File: src/rtl/auth_sequencer_pkg.sv
// auth_sequencer_pkg: shared codes, states and timeout
// constants for the authentication sequencer.
package auth_sequencer_pkg;

  localparam int DEF_TMR_W       = 32;
  localparam int DEF_MAX_RETRIES = 3;
  localparam int DEF_TIMEOUT     = 1000;
  localparam int HDR_VERSION     = 8'h11;

  typedef enum logic [2:0] {
    S_IDLE,
    S_ISSUE,
    S_WAIT,
    S_GAP,
    S_DONE,
    S_FAIL
  } state_e;

  typedef enum logic [1:0] {
    PH_DIGESTS,
    PH_CERT,
    PH_CHAL
  } phase_e;

  localparam logic [1:0] RT_NONE        = 2'd0;
  localparam logic [1:0] RT_CHALLENGE   = 2'd1;
  localparam logic [1:0] RT_DIGESTS     = 2'd2;
  localparam logic [1:0] RT_CERTIFICATE = 2'd3;

  localparam logic [1:0] FC_NONE    = 2'd0;
  localparam logic [1:0] FC_TIMEOUT = 2'd1;
  localparam logic [1:0] FC_CERT    = 2'd2;
  localparam logic [1:0] FC_BUSY    = 2'd3;

  function automatic logic [1:0] phase_code(
    input phase_e p
  );
    logic [1:0] c;
    case (p)
      PH_DIGESTS: c = RT_DIGESTS;
      PH_CERT:    c = RT_CERTIFICATE;
      PH_CHAL:    c = RT_CHALLENGE;
      default:    c = RT_NONE;
    endcase
    return c;
  endfunction

endpackage

File: src/rtl/auth_sequencer_if.sv
// auth_sequencer_if: control, responder and initiator
// signals of the authentication sequencer.
interface auth_sequencer_if #(
  parameter int TMR_W = 32
);
  logic             start;
  logic             abort;
  logic [1:0]       slot_sel;
  logic             init_ack;
  logic             resp_valid;
  logic             cert_done;
  logic             cert_fail;
  logic             busy_err;
  logic [TMR_W-1:0] timeout_val;
  logic             init_req;
  logic [1:0]       req_type;
  logic [1:0]       slot;
  logic             ack_to_init;
  logic             busy;
  logic             auth_done;
  logic             auth_fail;
  logic [1:0]       fail_code;
  logic [1:0]       retry_cnt;

  modport slave (
    input  start, abort, slot_sel, init_ack,
    input  resp_valid, cert_done, cert_fail,
    input  busy_err, timeout_val,
    output init_req, req_type, slot, ack_to_init,
    output busy, auth_done, auth_fail,
    output fail_code, retry_cnt
  );

  modport master (
    output start, abort, slot_sel, init_ack,
    output resp_valid, cert_done, cert_fail,
    output busy_err, timeout_val,
    input  init_req, req_type, slot, ack_to_init,
    input  busy, auth_done, auth_fail,
    input  fail_code, retry_cnt
  );
endinterface

File: src/rtl/auth_sequencer_timer.sv
// auth_timeout_timer: per-request timeout counter,
// loaded on initiator ack, saturating down-count.
module auth_timeout_timer #(
  parameter int TMR_W = 32
) (
  input  logic             clk,
  input  logic             reset,
  input  logic             clear,
  input  logic             load,
  input  logic             dec,
  input  logic [TMR_W-1:0] load_val,
  output logic             expired
);
  logic [TMR_W-1:0] count;

  // load wins over decrement; count holds at zero
  always_ff @(posedge clk) begin
    if (reset || clear)
      count <= '0;
    else if (load)
      count <= load_val;
    else if (dec && count != '0)
      count <= count - 1'b1;
  end

  assign expired = (count == '0);
endmodule

File: src/rtl/auth_sequencer.sv
// auth_sequencer: drives DIGESTS, CERTIFICATE, CHALLENGE
// requests through the initiator with per-phase retries.
module auth_sequencer
  import auth_sequencer_pkg::*;
#(
  parameter int MAX_RETRIES = DEF_MAX_RETRIES,
  parameter int TMR_W       = DEF_TMR_W
) (
  input  logic clk,
  input  logic reset,
  auth_sequencer_if.slave bus
);
  localparam logic [1:0] MAX_R = 2'(MAX_RETRIES);

  state_e     state;
  phase_e     phase;
  logic [1:0] retry_q;
  logic [1:0] slot_q;
  logic [1:0] req_type_q;
  logic [1:0] fail_code_q;
  logic       init_req_q;
  logic       ack_q;
  logic       busy_q;
  logic       done_q;
  logic       fail_q;
  logic       in_issue;
  logic       in_wait;
  logic       tmr_expired;
  logic       ev_cfail;
  logic       ev_succ;
  logic       ev_err;
  logic       retry_ok;
  logic [1:0] err_code;

  assign in_issue = (state == S_ISSUE);
  assign in_wait  = (state == S_WAIT);

  auth_timeout_timer #(.TMR_W(TMR_W)) u_timer (
    .clk      (clk),
    .reset    (reset),
    .clear    (bus.abort),
    .load     (in_issue && bus.init_ack),
    .dec      (in_wait),
    .load_val (bus.timeout_val),
    .expired  (tmr_expired)
  );

  // classify responder events against the current phase
  always_comb begin
    ev_cfail = 1'b0;
    ev_succ  = 1'b0;
    if (in_wait) begin
      if (phase == PH_CERT) begin
        ev_cfail = bus.cert_fail;
        ev_succ  = bus.cert_done;
      end else begin
        ev_succ  = bus.resp_valid;
      end
    end
    ev_err = ((in_issue || in_wait) && bus.busy_err)
           || (in_wait && tmr_expired);
    err_code = bus.busy_err ? FC_BUSY : FC_TIMEOUT;
    retry_ok = (retry_q < MAX_R);
  end

  // sequencer FSM; every output is a register here
  always_ff @(posedge clk) begin
    if (reset) begin
      state       <= S_IDLE;
      phase       <= PH_DIGESTS;
      retry_q     <= '0;
      slot_q      <= '0;
      req_type_q  <= RT_NONE;
      fail_code_q <= FC_NONE;
      init_req_q  <= 1'b0;
      ack_q       <= 1'b0;
      busy_q      <= 1'b0;
      done_q      <= 1'b0;
      fail_q      <= 1'b0;
    end else begin
      ack_q <= 1'b0;
      if (bus.abort) begin
        state       <= S_IDLE;
        phase       <= PH_DIGESTS;
        retry_q     <= '0;
        req_type_q  <= RT_NONE;
        fail_code_q <= FC_NONE;
        init_req_q  <= 1'b0;
        busy_q      <= 1'b0;
        done_q      <= 1'b0;
        fail_q      <= 1'b0;
      end else begin
        unique case (state)
          S_IDLE, S_DONE, S_FAIL: begin
            if (bus.start) begin
              state       <= S_ISSUE;
              slot_q      <= bus.slot_sel;
              phase       <= PH_DIGESTS;
              retry_q     <= '0;
              done_q      <= 1'b0;
              fail_q      <= 1'b0;
              fail_code_q <= FC_NONE;
              init_req_q  <= 1'b1;
              req_type_q  <= RT_DIGESTS;
              busy_q      <= 1'b1;
            end
          end
          S_ISSUE, S_WAIT: begin
            if (ev_cfail ||
                (ev_err && !ev_succ && !retry_ok)) begin
              state       <= S_FAIL;
              fail_q      <= 1'b1;
              fail_code_q <= ev_cfail ? FC_CERT : err_code;
              busy_q      <= 1'b0;
              init_req_q  <= 1'b0;
              req_type_q  <= RT_NONE;
            end else if (ev_succ) begin
              retry_q    <= '0;
              init_req_q <= 1'b0;
              req_type_q <= RT_NONE;
              if (phase == PH_CHAL) begin
                state  <= S_DONE;
                done_q <= 1'b1;
                busy_q <= 1'b0;
              end else begin
                state <= S_GAP;
                phase <= (phase == PH_DIGESTS)
                         ? PH_CERT : PH_CHAL;
              end
            end else if (ev_err) begin
              retry_q    <= retry_q + 1'b1;
              state      <= S_GAP;
              init_req_q <= 1'b0;
              req_type_q <= RT_NONE;
            end else if (in_issue && bus.init_ack) begin
              ack_q <= 1'b1;
              state <= S_WAIT;
            end
          end
          S_GAP: begin
            state      <= S_ISSUE;
            init_req_q <= 1'b1;
            req_type_q <= phase_code(phase);
          end
          default: state <= S_IDLE;
        endcase
      end
    end
  end

  assign bus.init_req    = init_req_q;
  assign bus.req_type    = req_type_q;
  assign bus.slot        = slot_q;
  assign bus.ack_to_init = ack_q;
  assign bus.busy        = busy_q;
  assign bus.auth_done   = done_q;
  assign bus.auth_fail   = fail_q;
  assign bus.fail_code   = fail_code_q;
  assign bus.retry_cnt   = retry_q;
endmodule

File: src/flat_wrapper.sv
// flat-port wrapper written by rule: the top's interface ports become plain ports
module auth_sequencer_flat import auth_sequencer_pkg::*;
#(
  parameter int MAX_RETRIES = DEF_MAX_RETRIES,
  parameter int TMR_W       = DEF_TMR_W
)
  (clk, reset, bus_start, bus_abort, bus_slot_sel, bus_init_ack, bus_resp_valid, bus_cert_done, bus_cert_fail, bus_busy_err, bus_timeout_val, bus_init_req, bus_req_type, bus_slot, bus_ack_to_init, bus_busy, bus_auth_done, bus_auth_fail, bus_fail_code, bus_retry_cnt);
  auth_sequencer_if #(.TMR_W(TMR_W)) bus_i ();
  input  logic clk;
  input  logic reset;
  input wire logic [$bits(bus_i.start)-1:0] bus_start;
  input wire logic [$bits(bus_i.abort)-1:0] bus_abort;
  input wire logic [$bits(bus_i.slot_sel)-1:0] bus_slot_sel;
  input wire logic [$bits(bus_i.init_ack)-1:0] bus_init_ack;
  input wire logic [$bits(bus_i.resp_valid)-1:0] bus_resp_valid;
  input wire logic [$bits(bus_i.cert_done)-1:0] bus_cert_done;
  input wire logic [$bits(bus_i.cert_fail)-1:0] bus_cert_fail;
  input wire logic [$bits(bus_i.busy_err)-1:0] bus_busy_err;
  input wire logic [$bits(bus_i.timeout_val)-1:0] bus_timeout_val;
  output wire logic [$bits(bus_i.init_req)-1:0] bus_init_req;
  output wire logic [$bits(bus_i.req_type)-1:0] bus_req_type;
  output wire logic [$bits(bus_i.slot)-1:0] bus_slot;
  output wire logic [$bits(bus_i.ack_to_init)-1:0] bus_ack_to_init;
  output wire logic [$bits(bus_i.busy)-1:0] bus_busy;
  output wire logic [$bits(bus_i.auth_done)-1:0] bus_auth_done;
  output wire logic [$bits(bus_i.auth_fail)-1:0] bus_auth_fail;
  output wire logic [$bits(bus_i.fail_code)-1:0] bus_fail_code;
  output wire logic [$bits(bus_i.retry_cnt)-1:0] bus_retry_cnt;
  assign bus_i.start = bus_start;
  assign bus_i.abort = bus_abort;
  assign bus_i.slot_sel = bus_slot_sel;
  assign bus_i.init_ack = bus_init_ack;
  assign bus_i.resp_valid = bus_resp_valid;
  assign bus_i.cert_done = bus_cert_done;
  assign bus_i.cert_fail = bus_cert_fail;
  assign bus_i.busy_err = bus_busy_err;
  assign bus_i.timeout_val = bus_timeout_val;
  assign bus_init_req = bus_i.init_req;
  assign bus_req_type = bus_i.req_type;
  assign bus_slot = bus_i.slot;
  assign bus_ack_to_init = bus_i.ack_to_init;
  assign bus_busy = bus_i.busy;
  assign bus_auth_done = bus_i.auth_done;
  assign bus_auth_fail = bus_i.auth_fail;
  assign bus_fail_code = bus_i.fail_code;
  assign bus_retry_cnt = bus_i.retry_cnt;
  auth_sequencer #(.MAX_RETRIES(MAX_RETRIES), .TMR_W(TMR_W)) u_core (.clk(clk), .reset(reset), .bus(bus_i));
endmodule
File: config.mk
export PLATFORM = sky130hd
export DESIGN_NAME = auth_sequencer_flat
export DESIGN_NICKNAME = d
export VERILOG_FILES = /design/src/rtl/auth_sequencer_pkg.sv /design/src/rtl/auth_sequencer_if.sv /design/src/rtl/auth_sequencer_timer.sv /design/src/rtl/auth_sequencer.sv /design/src/flat_wrapper.sv
export SDC_FILE = /design/constraint.sdc
export NUM_CORES = 1
export LEC_CHECK = 0
export CORE_MARGIN = 2
export CORE_UTILIZATION = 48
export DETAILED_ROUTE_END_ITERATION = 16
export PLACE_DENSITY_LB_ADDON = 0.15
export SLEW_MARGIN = 25
export SYNTH_ARGS = -nofsm -noshare
export SYNTH_HDL_FRONTEND = slang
export SYNTH_HIERARCHICAL = 1
export SYNTH_SLANG_ARGS = --single-unit
File: constraint.sdc
create_clock -name clk -period 2.57 [get_ports clk]
set_input_delay 0.771 -clock clk [delete_from_list [all_inputs] [get_ports clk]]
set_output_delay 0.771 -clock clk [all_outputs]
set_load 0.05 [all_outputs]
---- Yosys cells after proc, flatten, opt, wreduce, memory -nomap -nowiden ----
Index checks and enable logic that the tools add are counted.
word-level totals
  flip-flop bits (word level) ............. 50
  memories ................................ 0
  input bits .............................. 43
  bits in read-only memories .............. 0
  output and inout port bits .............. 13
  word-level logic and storage cells ...... 116
  latch bits .............................. 0
  bits in writable memories ............... 0
cells by class
  reduce and logical (&&, ||, !) cells .... 31
  shifts and indexed selects .............. 0
  muxes and demuxes ....................... 50
  $add $sub $neg .......................... 2
  multipliers ............................. 0
  bitwise logic cells ..................... 2
  $lt $le $gt $ge ......................... 1
  divide/modulo/power cells ............... 0
  equal/unequal tests ..................... 18
operator list
  cell                                                   number
  2-to-1 mux 32 bit                                      2
  zero test 32 bit                                       1
  nonzero test 32 bit                                    1
  subtractor 32 x 1 -> 32 bit, second input constant     1
  2-to-1 mux 2 bit                                       15
  2-to-1 mux 3 bit                                       6
  2-to-1 mux 1 bit                                       17
  one-hot mux 2 bit (2 select lines)                     3
  one-hot mux 2 bit (3 select lines)                     2
  AND reduction 5 bit                                    2
  inequality test 3 x 1 -> 1 bit, second input constant  3
  one-hot mux 3 bit (3 select lines)                     1
  AND reduction 3 bit                                    3
  AND reduction 4 bit                                    2
  equality test 3 x 2 -> 1 bit, second input constant    2
  equality test 3 bit, second input constant             2
  logical AND 1 bit                                      6
  inequality test 2 x 1 -> 1 bit, second input constant  3
  inequality test 2 bit, second input constant           3
  one-hot mux 1 bit (2 select lines)                     3
  OR reduction 6 bit                                     1
  inequality test 5 x 2 -> 1 bit, second input constant  1
  logical OR 1 bit                                       4
  inequality test 4 x 1 -> 1 bit, second input constant  1
  other kinds (15)                                       19

---- Longest topological paths before layout ----
  word-level depth ........................ 9
  gate-level depth with buffers ........... 13
  mapped depth without buffers ............ 11

---- Hierarchy ----
Netlist, hierarchy kept.
modules (own cells, without submodules)
  module              cells each  area each (um^2)  seq. area each (um^2)  times used
  auth_timeout_timer  249         1965.6            640.6                  1
  auth_sequencer      145         1119.8            360.3                  1

---- Least setup slack after synthesis ----
Ideal clock, no wire load.
  kind .................................... reg-to-reg
  from .................................... reg u_core.u_timer.count[14]
  to ...................................... reg u_core.state[1]
  library setup time ...................... 0.116 ns
  period minus slack after synthesis ...... 2.570 ns
  buffers on the path ..................... 2
  required time ........................... 2.454 ns
  data arrival time ....................... 2.454 ns
  path slack .............................. 0.000 ns
  cell stages (with the launch flop) ...... 12
  cells stage by stage .................... dfxtp_1 -> nor4_4 -> nand4_2 -> or3_1 -> buf_2 -> clkinv_2 -> nor2_1 -> o21ai_0 -> and4_1 -> clkbuf_1 -> nor3_1 -> a41o_1
between the ends
  longest elaborated chain between the ends .. 8
  elaborated cells between the ends (all ways) .. 12
  those cells by class .................... eq/ne: 1; mux: 4; reduce/logical: 7
ends and longest elaborated chain
  item                                                                                        RTL line                    source
  start, declared                                                                             auth_sequencer_timer.sv:14  logic [TMR_W-1:0] count;
  start signal, assigned                                                                      auth_sequencer_timer.sv:21  count <= load_val;
  start signal, assigned                                                                      auth_sequencer_timer.sv:23  count <= count - 1'b1;
  zero test 32 bit (*)                                                                        auth_sequencer_timer.sv:26  assign expired = (count == '0);
  named net u_core.tmr_expired                                                                auth_sequencer.sv:28        logic tmr_expired;
  logical AND 1 bit (*)                                                                       auth_sequencer.sv:61        || (in_wait && tmr_expired);
  logical OR 1 bit (*)                                                                        auth_sequencer.sv:61
  logical AND 1 bit (2 in a row)                                                              auth_sequencer.sv:110       (ev_err && !ev_succ && !retry_ok)) begin
  logical OR 1 bit                                                                            auth_sequencer.sv:109       if (ev_cfail ||
  inequality test 5 x 2 -> 1 bit (no line) / 2-to-1 mux 3 bit (equally long branches)         -
  AND reduction 2 bit (no line) / one-hot mux 3 bit (3 select lines) (equally long branches)  -
  end signal, assigned                                                                        auth_sequencer.sv:111       state <= S_FAIL;
  end signal, assigned                                                                        auth_sequencer.sv:122       state <= S_DONE;
  end signal, assigned                                                                        auth_sequencer.sv:126       state <= S_GAP;
  end, declared                                                                               auth_sequencer.sv:15        state_e state;
Mark *: on every way through the listed nets, which the timed path passes. The rest lies on a longest branch.
A chain may end at the register's enable or synchronous reset.

---- Worst setup path in the final report ----
  from .................................... reg u_core.u_timer.count[0]
  to ...................................... reg u_core.fail_code_q[0], in the netlist u_core/bus.fail_code[0]
between the ends
  longest elaborated chain between the ends .. 8
ends and longest elaborated chain
  item                                      RTL line                    source
  zero test 32 bit                          auth_sequencer_timer.sv:26
  named net u_core.tmr_expired              auth_sequencer.sv:28
  logical AND 1 bit                         auth_sequencer.sv:61
  logical OR 1 bit                          auth_sequencer.sv:61
  logical AND 1 bit (2 in a row)            auth_sequencer.sv:110
  logical OR 1 bit                          auth_sequencer.sv:109
  inequality test 2 x 1 -> 1 bit (no line)  -
  AND reduction 3 bit (no line)             -
  end signal, assigned                      auth_sequencer.sv:113       fail_code_q <= ev_cfail ? FC_CERT : err_code;
  end, declared                             auth_sequencer.sv:20        logic [1:0] fail_code_q;
The timed path passes the listed nets, and every way through them passes these cells.

==> impl_metrics.csv <==
group,metric,value,unit
setup_path,crit_type,"register to register",
layout,drive_gt1_frac,0.120,
setup_path,cp-end-kind,"register",
die,fp.dieW,84.2,um
power_and_ir_drop,power_density,483,nW/um^2
die,initial_utilization,0.492,
clocking,clock_latency,0.31,ns
layout,area_growth,29.1,%
sta,hold_ws,0.488,ns
synth,synth-edff-count,0,
setup_path,crit_start,"u_core/u_timer/count[0]",
synth,ys_async_sr_fraction,0,
synth,synth_most_common_cell,"dfxtp_1",
synth,synthCells,394,
clocking,clock_path_buffers,2,
setup_path,cp.arrival,2.61,ns
sta,fin_ws,0.204,ns
detailed_routing,drt_iter0_markers,118,
die,coreArea,6280,um^2
setup_path,reg2reg_slack,0.20,ns
global_route,antenna_found_initial,0,
setup_path,start_kind,"register",
sta,finClkSkew,0.00632,ns
sta,period_needed,2.37,ns
die,rows,29,
synth,syn-num-nets,442,
run,max_cap_viol_count,0,
detailed_routing,wl_per_cell,15.3,um
clocking,htree_levels,2,
sta,tns,0,ns
setup_path,crit_fanout,6,
power_and_ir_drop,power.leakage,0.00145,uW
sta,maxSlewViolCount,0,
setup_path,required,2.82,ns
detailed_routing,first_pass_iters,4,
sta,max_freq,0.423,GHz
layout,nNetsFinal,507,
global_route,grt_pass1_vias,3081,
layout,antenna_cells,0,
synth,synthTopCellsByArea,"dfxtp_1, o21ai_0, nor3_1",
worst_hold_path,hold_start,"u_core/bus.slot[0]",
synth,ys.flop_type,"dfxtp_1",
placed_design,port_buffers,55,
synth,synth_top_cell_area_share,0.324,
synth,yosys.area.top_type,"dfxtp_1",
clocking,cts_root_buf,"clkbuf_8",
worst_hold_path,hold_path.class,"register to register",
synth,synthTopCellsByCount,"dfxtp_1, o21ai_0, nor3_1",
detailed_routing,routed_wl,8190,um
layout,nFillCells,585,
global_route,grt_pass1_wl,13900,um
sta,finalHoldViolCount,0,
synth,synth_seq_cells,50,
global_route,grt_use_total,0.238,
placed_design,hpwl,6020,um
sta,finalCritPeriodShare,0.921,
synth,yosysSeqAreaShare,0.324,
status,status,"finished clean",
synth,yosysWarnings,6,
placed_design,place_congestion,0.942,
sta,setup_viol,0,
clocking,clock-sinks,50,
detailed_routing,via_count,3258,
setup_path,r2r-start,"u_core/u_timer/count[0]",
clocking,cts_tree,"yes",
synth,synth_cell_types,64,
clocking,clkTransAtPathRegs,0.10,ns
detailed_routing,antenna_left,0,
synth,syn_area,3090,um^2
die,ios,56,
power_and_ir_drop,vdd_ir_drop_max,0.000296,V
sta,rsz0062_at_grt,"no",
clocking,cts_made_buffers,5,
clocking,hold_buffers,0,
detailed_routing,drcViolationCount,0,
layout,fin_util,0.634,
synth,synth.avg_cell_area,7.83,um^2
sta,worst_pin_slew,0.578,ns
placed_design,pre_cts_ws,0.0825,ns
global_route,overflow,0,
detailed_routing,viasPerCell,6.07,
power_and_ir_drop,power,1920,uW
die,dieArea,7090,um^2
die,die_h,84.2,um
sta,max_slew_margin,0.615,
global_route,grt_max_degree,60,
layer usage:
layer	GRT usage	vias up	wire length, um
met5	0	-	0
met1	0.281	1490	3430
met4	0.136	0	271
met3	0.0334	23	421
li1	-	1637	-
met2	0.411	108	4080
kinds of logic after synthesis:
group,synth area share
simple gates,0.316
compound gates,0.277
flops,0.324
buf+inv,0.0491
fa+ha+maj,0.0203
xor+xnor,0.00568
mux,0.00811
layout by cell type (no fill, tap or decap), drive strengths merged, types with 6 or more instances in the layout:
cell,count
nor2b,7
a31oi,22
nor2,21
nand3,11
or3,20
nand2b,8
buf,25
or4,8
nand2,24
nor4,9
nor3,28
clkbuf,6
dfxtp,50
inv,13
clkdlybuf4s50,55
a21oi,22
and4,6
o31ai,7
o21ai,49
worst paths after layout:
| path | end | cells past startpoint |
|---|---|---|
| worst max-delay path | u_core/bus.fail_code[0] | 12 |
| worst min-delay path | u_core/bus.slot[0] | 2 |
| worst max register to register | u_core/bus.fail_code[0] | 12 |
| worst min register to register | u_core/bus.slot[0] | 2 |
stage by stage:
step           instance area [um^2]  instances
6_report                       3980        537
5_1_grt                        3980        537
4_1_cts                        3970        536
3_5_place_dp                   3830        528
3_3_place_gp                   3830        528
2_1_floorplan                  3090        394
critical path, cell delays in order, from the launching register on:
cell      delay (ns)
dfxtp_1         0.33
inv_1           0.09
ha_2            0.23
nor2b_2         0.18
nand4_1         0.12
or3_1           0.38
clkinv_2        0.11
nor2_1          0.06
o21ai_1         0.16
and4_1          0.24
buf_4           0.15
o211ai_1        0.09
a21oi_1         0.17
area by class of cell:
| type | count | area, um^2 | area share |
|---|---|---|---|
| inverters | 14 | 53.8 | 0.0135 |
| clock buffers | 6 | 82.6 | 0.0207 |
| repair buffers | 80 | 751 | 0.189 |
| well taps | 77 | 96.3 | 0.0242 |
| multi-input cells | 308 | 1940 | 0.487 |
| flip-flops and latches | 50 | 1000 | 0.251 |
| clock inverters | 2 | 60.1 | 0.0151 |
where the power goes:
part,internal [uW],switching (uW)
sequential,792,16.6
combinational,191,231
clock,415,278
total,1400,526
flip-flops by register name (all words and copies together) (netlist names):
signal,cells
u_core/bus.auth_done,1
u_core/state,3
u_core/bus.retry_cnt,2
u_core/bus.ack_to_init,1
u_core/phase,2
u_core/bus.fail_code,2
u_core/bus.req_type,2
u_core/bus.slot,2
u_core/bus.init_req,1
u_core/u_timer/count,32
u_core/bus.auth_fail,1
u_core/bus.busy,1
timing repair:
item	in CTS	in global routing
resized for setup	0	3
buffers inserted	0	1
endpoints found under the setup margin	0	10
Note: power is estimated with default switching activity, not from simulation.
